--- src/rtl/alu_rf_pkg.sv ---
// Shared types and function codes for the register-file/ALU slice.
// Latency: n/a (declarations only).
// Backpressure: n/a.
package alu_rf_pkg;
    localparam int WORD_SIZE = 16;

    typedef logic [WORD_SIZE-1:0] word_t;
    typedef logic [1:0]           reg_idx_t;
    typedef logic [5:0]           func_t;

    localparam func_t FUNC_ADD = 6'd0;
    localparam func_t FUNC_SUB = 6'd1;
    localparam func_t FUNC_AND = 6'd2;
    localparam func_t FUNC_ORR = 6'd3;
    localparam func_t FUNC_NOT = 6'd4;
    localparam func_t FUNC_TCP = 6'd5;
    localparam func_t FUNC_SHL = 6'd6;
    localparam func_t FUNC_SHR = 6'd7;
endpackage

--- src/rtl/alu_rf_if.sv ---
// Bus bundle for alu_rf: register-file ports plus ALU operands/result.
// Latency: n/a (wires only); overflow exists only with ALU_RF_OVF_EN.
// Backpressure: none, every signal is sampled or driven each cycle.
interface alu_rf_if;
    import alu_rf_pkg::*;

    logic     reg_write;
    reg_idx_t addr1;
    reg_idx_t addr2;
    reg_idx_t addr3;
    word_t    data3;
    word_t    data1;
    word_t    data2;
    word_t    alu_a;
    word_t    alu_b;
    func_t    alu_func;
    word_t    alu_result;
`ifdef ALU_RF_OVF_EN
    logic     overflow;
`endif

    modport master (
        output reg_write, addr1, addr2, addr3, data3, alu_a, alu_b, alu_func,
        input  data1, data2, alu_result
`ifdef ALU_RF_OVF_EN
        , input overflow
`endif
    );

    modport slave (
        input  reg_write, addr1, addr2, addr3, data3, alu_a, alu_b, alu_func,
        output data1, data2, alu_result
`ifdef ALU_RF_OVF_EN
        , output overflow
`endif
    );
endinterface

--- src/rtl/alu_rf_alu.sv ---
// Combinational 16-bit ALU; signed overflow flag only with ALU_RF_OVF_EN.
// Latency: zero cycles.
// Backpressure: none.
module alu_rf_alu
    import alu_rf_pkg::*;
(
    input  word_t alu_a,
    input  word_t alu_b,
    input  func_t alu_func,
    output word_t alu_result
`ifdef ALU_RF_OVF_EN
    , output logic overflow
`endif
);
    always_comb begin
        alu_result = '0;
        unique case (alu_func)
            FUNC_ADD: alu_result = alu_a + alu_b;
            FUNC_SUB: alu_result = alu_a - alu_b;
            FUNC_AND: alu_result = alu_a & alu_b;
            FUNC_ORR: alu_result = alu_a | alu_b;
            FUNC_NOT: alu_result = ~alu_a;
            FUNC_TCP: alu_result = ~alu_a + 16'd1;
            FUNC_SHL: alu_result = {alu_a[WORD_SIZE-2:0], 1'b0};
            FUNC_SHR: alu_result = {alu_a[WORD_SIZE-1], alu_a[WORD_SIZE-1:1]};
            default:  alu_result = '0;
        endcase
    end

`ifdef ALU_RF_OVF_EN
    // Overflow shows up as a result sign that disagrees with what the operand signs allow.
    always_comb begin
        overflow = 1'b0;
        if (alu_func == FUNC_ADD)
            overflow = (alu_a[WORD_SIZE-1] == alu_b[WORD_SIZE-1]) &&
                       (alu_result[WORD_SIZE-1] != alu_a[WORD_SIZE-1]);
        else if (alu_func == FUNC_SUB)
            overflow = (alu_a[WORD_SIZE-1] != alu_b[WORD_SIZE-1]) &&
                       (alu_result[WORD_SIZE-1] != alu_a[WORD_SIZE-1]);
    end
`endif
endmodule

--- src/rtl/alu_rf.sv ---
// Four-entry register file with two combinational read ports, plus ALU (ALU_RF_OVF_EN adds overflow).
// Latency: reads and ALU zero cycles; writes visible after the next rising edge, no bypass.
// Backpressure: none; reset (sync, active-low) beats a simultaneous write.
module alu_rf #(
    parameter int WORD_SIZE = alu_rf_pkg::WORD_SIZE
) (
    input  logic     clk,
    input  logic     reset_n,
    alu_rf_if.slave  bus
);
    import alu_rf_pkg::*;

    logic [WORD_SIZE-1:0] regs_q [4];
    logic [WORD_SIZE-1:0] regs_d [4];

    always_comb begin
        for (int i = 0; i < 4; i++) regs_d[i] = regs_q[i];
        if (bus.reg_write) regs_d[bus.addr3] = bus.data3;
    end

    always_ff @(posedge clk) begin
        if (!reset_n) begin
            for (int i = 0; i < 4; i++) regs_q[i] <= '0;
        end else begin
            for (int i = 0; i < 4; i++) regs_q[i] <= regs_d[i];
        end
    end

    // Reads come from the flops, so a same-cycle write is not forwarded.
    assign bus.data1 = regs_q[bus.addr1];
    assign bus.data2 = regs_q[bus.addr2];

    alu_rf_alu u_alu (
        .alu_a      (bus.alu_a),
        .alu_b      (bus.alu_b),
        .alu_func   (bus.alu_func),
        .alu_result (bus.alu_result)
`ifdef ALU_RF_OVF_EN
        , .overflow (bus.overflow)
`endif
    );
endmodule

--- src/flat_wrapper.sv ---
// flat-port wrapper written by rule: the top's interface ports become plain ports
module alu_rf_flat import alu_rf_pkg::*;
#(
    parameter int WORD_SIZE = alu_rf_pkg::WORD_SIZE
)
  (clk, reset_n, bus_reg_write, bus_addr1, bus_addr2, bus_addr3, bus_data3, bus_alu_a, bus_alu_b, bus_alu_func, bus_data1, bus_data2, bus_alu_result);
  alu_rf_if bus_i ();
  input  logic clk;
  input  logic reset_n;
  input wire logic [$bits(bus_i.reg_write)-1:0] bus_reg_write;
  input wire logic [$bits(bus_i.addr1)-1:0] bus_addr1;
  input wire logic [$bits(bus_i.addr2)-1:0] bus_addr2;
  input wire logic [$bits(bus_i.addr3)-1:0] bus_addr3;
  input wire logic [$bits(bus_i.data3)-1:0] bus_data3;
  input wire logic [$bits(bus_i.alu_a)-1:0] bus_alu_a;
  input wire logic [$bits(bus_i.alu_b)-1:0] bus_alu_b;
  input wire logic [$bits(bus_i.alu_func)-1:0] bus_alu_func;
  output wire logic [$bits(bus_i.data1)-1:0] bus_data1;
  output wire logic [$bits(bus_i.data2)-1:0] bus_data2;
  output wire logic [$bits(bus_i.alu_result)-1:0] bus_alu_result;
  assign bus_i.reg_write = bus_reg_write;
  assign bus_i.addr1 = bus_addr1;
  assign bus_i.addr2 = bus_addr2;
  assign bus_i.addr3 = bus_addr3;
  assign bus_i.data3 = bus_data3;
  assign bus_i.alu_a = bus_alu_a;
  assign bus_i.alu_b = bus_alu_b;
  assign bus_i.alu_func = bus_alu_func;
  assign bus_data1 = bus_i.data1;
  assign bus_data2 = bus_i.data2;
  assign bus_alu_result = bus_i.alu_result;
  alu_rf #(.WORD_SIZE(WORD_SIZE)) u_core (.clk(clk), .reset_n(reset_n), .bus(bus_i));
endmodule
--- config.mk ---
export PLATFORM = sky130hd
export DESIGN_NAME = alu_rf_flat
export DESIGN_NICKNAME = d
export VERILOG_FILES = /design/src/rtl/alu_rf_pkg.sv /design/src/rtl/alu_rf_if.sv /design/src/rtl/alu_rf_alu.sv /design/src/rtl/alu_rf.sv /design/src/flat_wrapper.sv
export SDC_FILE = /design/constraint.sdc
export NUM_CORES = 1
export LEC_CHECK = 0
export CORE_MARGIN = 10
export CORE_UTILIZATION = 60
export DETAILED_ROUTE_END_ITERATION = 7
export DONT_BUFFER_PORTS = 1
export GPL_TIMING_DRIVEN = 0
export PLACE_DENSITY = 0.76
export SLEW_MARGIN = 15
export SYNTH_ARGS = -nofsm -noshare
export SYNTH_HDL_FRONTEND = slang
export SYNTH_SLANG_ARGS = --single-unit
--- constraint.sdc ---
create_clock -name clk -period 14.8 [get_ports clk]
set_clock_uncertainty 0.1 [all_clocks]
set_input_delay 4.44 -clock clk [delete_from_list [all_inputs] [get_ports clk]]
set_output_delay 4.44 -clock clk [all_outputs]
set_load 0.005 [all_outputs]
==> impl_summary.log <==
[metrics] cell total after placement: approximately 750
[metrics] vias in the first global route: around 4900
[metrics] DR vias/cell: 6.71
[metrics] count of buffers inserted at the top-level ports: 0
[metrics] setup repair after global routing missed its margin: no
[metrics] internal power: 286 uW
[metrics] TritonCTS sink count: 64
[metrics] max reg flops: 64
[metrics] core box area: 8640 um2
[metrics] clock tree from TritonCTS: yes
[metrics] number of failing hold endpoints at the final stage: 0
[metrics] top fanout value on the critical path: 10
[metrics] Register Area: 1280 um2
[metrics] number of vias in the routed layout: 5158
[metrics] commonest cells after routing, fill and taps aside: sky130_fd_sc_hd__nand2_1 (156), sky130_fd_sc_hd__dfxtp_1 (64), sky130_fd_sc_hd__a21boi_0 (52)
[metrics] initial DRC count: 598
[metrics] number of rows created at floorplan: 34
[metrics] DIE AREA: ~13000 um2
[metrics] area overhead of the layout relative to synthesis: 5.84%
[metrics] Worst Setup EP: bus_alu_result[14]
[metrics] wire length of the first global-routing pass: 26.8 mm
[metrics] area of all placed cells without fillers: 5570 um2
[metrics] result of the run: finished clean
[metrics] number of max-cap violations: 0
[metrics] Reg clk slew, reported paths: 60 ps
[metrics] Top Registers: u_core.regs_q: 64 flops
[metrics] Cell Area, Synth: 5270 um2
[metrics] die extent in y: 114 um
[metrics] path depth of the worst reg2reg path: 2
[metrics] portion of total power attributed to the clock network: around a third
[metrics] commonest non-fill, non-tap cell in the layout: sky130_fd_sc_hd__nand2_1
[metrics] CP max stage delay: 780 ps
[metrics] detailed-route wire length: 16.8 mm
[metrics] number of storage elements in the synthesis netlist: 64
[metrics] buffers inserted by post-CTS timing repair: 0
[metrics] Worst slew margin: 21.2%
[metrics] met1 Track Usage GR: 31.4%
[metrics] Sw Share: 30.5%
[metrics] proportion of layout cells with a drive suffix above 1: between 10% and 20%
[metrics] highest attainable clock frequency: between 70 and 80 MHz
[metrics] power density normalized to cell area: 73.8 nW/um2
[metrics] class of the most critical setup path: input pin to output port
[metrics] area post-placement: 5400 um2
[metrics] Static Leak: 0.00192 uW
[metrics] maximum number of pins on one net before global-route repair: 11
[metrics] clock root buffer: sky130_fd_sc_hd__clkbuf_8
[metrics] Die X-Extent: 114 um
[metrics] number of synthesized flops with an enable pin: 0
[metrics] post_cts resized: 0
[metrics] area used by multi-input combinational logic: 3740 um2
[metrics] required time at the worst-slack endpoint: approximately 10000 ps
[metrics] r2r startpoint: u_core.regs_q[1][6]
[metrics] Setup violations, final: 0
[metrics] Most used DFF post-synth: sky130_fd_sc_hd__dfxtp_1
[metrics] number of top-level pins: 111
[metrics] crit path buf inv count: 2
[metrics] post-route setup TNS: 0 ps
[metrics] routed len/inst: 21.9 um
[metrics] H-tree depth reported by CTS: 3
[metrics] launch point of the critical path: bus_alu_func[5]
[metrics] register containing the most flip-flops in the final layout: u_core.regs_q
[metrics] minimum clock period after layout: 12800 ps
[metrics] Layout fillers: between 700 and 800
[metrics] final HPWL from detailed placement: between 10 and 15 mm
[metrics] Post-Syn Area per Cell: about 8.2 um2
[metrics] combinational power share: between 20% and 30%
[metrics] register area share after synthesis: 24.3%
[metrics] cells along the critical path: nor4_2, and3b_1, buf_2, buf_2, a21oi_1, xnor2_1, ha_1, a21o_1, a221oi_1, o31ai_1, nand2_1, or4_1, nand3b_1
[metrics] final antenna diode count: 0
[metrics] net count after synthesis: 729
[metrics] final max-slew violation count: 0
[metrics] Async S/R FF share, synth: 0%
[metrics] Reg2Reg Capture Point: u_core.regs_q[1][6]
[metrics] final weighted congestion of routability-driven global placement: a little over 0.9
[metrics] sum of overflow across all layers after global routing: 0
[metrics] logic depth of the worst setup path including buffers: 13
[metrics] sort of element at the start of the critical path: input pin
[metrics] part of the total power dissipated in sequential elements: between 40 and 50%
[metrics] clock latency on the worst-skew pair: 350 ps
[metrics] number of warning messages in the yosys log: 0
[metrics] slack of the worst reg-to-reg path: ~14000 ps
[metrics] initial antenna violation count: 0
[metrics] total CTS buffers: 9
[metrics] slowest stage cell, crit path: sky130_fd_sc_hd__nor4_2
[metrics] Starting Density: 61.0%
[metrics] measured slew at the worst slew-check pin: 1170 ps
[metrics] critical path capture point type: output port
[metrics] met3 Use GR: around 7.8%
[metrics] detailed-router iteration count before antenna repair: 5
[metrics] DR DRC count: 0
[metrics] final net count: 740
[metrics] grt met2 use: 41.4%
[metrics] hold-fix buffer count after cts: 0
[metrics] delay-heaviest family, CP: simple AND/OR/NAND/NOR gates
[metrics] Tot GR Track Use: 25.4%
[metrics] crit-path most repeated cell: sky130_fd_sc_hd__buf_2
[metrics] Synth Instances: 646
[metrics] grt peak-use layer: met2
[metrics] signal arrival time at the worst endpoint: just over 8000 ps
[metrics] class of the tightest hold or removal check: register to register
[metrics] Non-Filler Instances: slightly below 800
[metrics] switching power: 126 uW
[metrics] deepest clock path buffer count: 2
[metrics] ratio of final minimum period to clock period: 86.5%
[metrics] Cell variety after synth: 63
[metrics] number of nets with antenna violations after routing: 0
[metrics] maximum vdd drop: 0.0530 mV
==> power groups by stage <==
stage / Sequential [uW] / Combinational [uW] / Clock (uW)
after floorplan: 184 / 71.8 / 0
after global placement: 185 / 88.5 / 0
after detailed placement: 186 / 91.3 / 0
after CTS: 182 / 91.8 / 137
after global routing: 183 / 102 / 144
final: 182 / 92.6 / 137
==> tightest hold or removal path, stage by stage (launching register included) <==
cell and delay (ps):
sky130_fd_sc_hd__dfxtp_1 320, sky130_fd_sc_hd__nand2_1 50, sky130_fd_sc_hd__a21boi_1 50
==> logic make-up after synthesis <==
family	synth area share, %
buf+inv	4.66
simple gates	22.5
compound gates	24.2
fa+ha+maj	4.89
flops	24.3
mux	14.3
xor+xnor	5.13
==> layout make-up <==
| class | count | area share (%) |
|---|---|---|
| well taps | 108 | 2.42 |
| clock inverters | 3 | 0.314 |
| plain buffers | 51 | 3.79 |
| multi-input cells | 522 | 67.1 |
| clock buffers | 12 | 2.78 |
| flip-flops and latches | 64 | 23.0 |
| inverters | 9 | 0.606 |
==> cells in the mapped netlist, drive strengths merged (6+ instances only) <==
| cell | count | area [um2] |
|---|---|---|
| inv | 9 | 33.8 |
| o2111ai | 6 | 52.6 |
| nand3 | 11 | 55.1 |
| xnor2 | 23 | 209 |
| mux4 | 32 | 721 |
| a21boi | 64 | 480 |
| a21o | 8 | 60.1 |
| nand4 | 7 | 43.8 |
| buf | 17 | 83.8 |
| nor4 | 7 | 62.6 |
| clkbuf | 34 | 128 |
| xor2 | 7 | 61.3 |
| nor2 | 25 | 93.8 |
| nor3 | 13 | 76.3 |
| a21oi | 35 | 179 |
| ha | 19 | 238 |
| dfxtp | 64 | 1280 |
| a22oi | 8 | 60.1 |
| o21ai | 19 | 95.1 |
| a221oi | 8 | 70.1 |
| nand2 | 156 | 586 |
| o211ai | 7 | 52.6 |
==> worst min-delay path by stage <==
stage	startpoint	end	slack (ps)	depth (start not counted)
global route	u_core.regs_q[1][14]	u_core.regs_q[1][14]	390	2
global placement	u_core.regs_q[1][11]	u_core.regs_q[1][11]	350	2
CTS	u_core.regs_q[0][9]	u_core.regs_q[0][9]	370	2
detailed placement	u_core.regs_q[0][9]	u_core.regs_q[0][9]	360	2
floorplan	u_core.regs_q[1][11]	u_core.regs_q[1][11]	340	2
finish	u_core.regs_q[1][14]	u_core.regs_q[1][14]	370	2
==> layer usage <==
metal	share of wire (%)	wire length [um]
met2	49	8160
met1	38	6380
met3	12	1950
met5	0	0
met4	2.0	334
==> metrics by stage <==
stage | power [uW] | hold slack (ps) | setup slack, ps | utilization [%]
after floorplan | 256 | 342 | 2880 | -
after global placement | 274 | 349 | 2130 | 62.5
after detailed placement | 277 | 361 | 2060 | 62.5
after CTS | 411 | 370 | 2060 | 64.5
after global routing | 428 | 390 | 1730 | 64.5
final | 412 | 370 | 2000 | 64.5
Power figures use the tool's default switching activity.
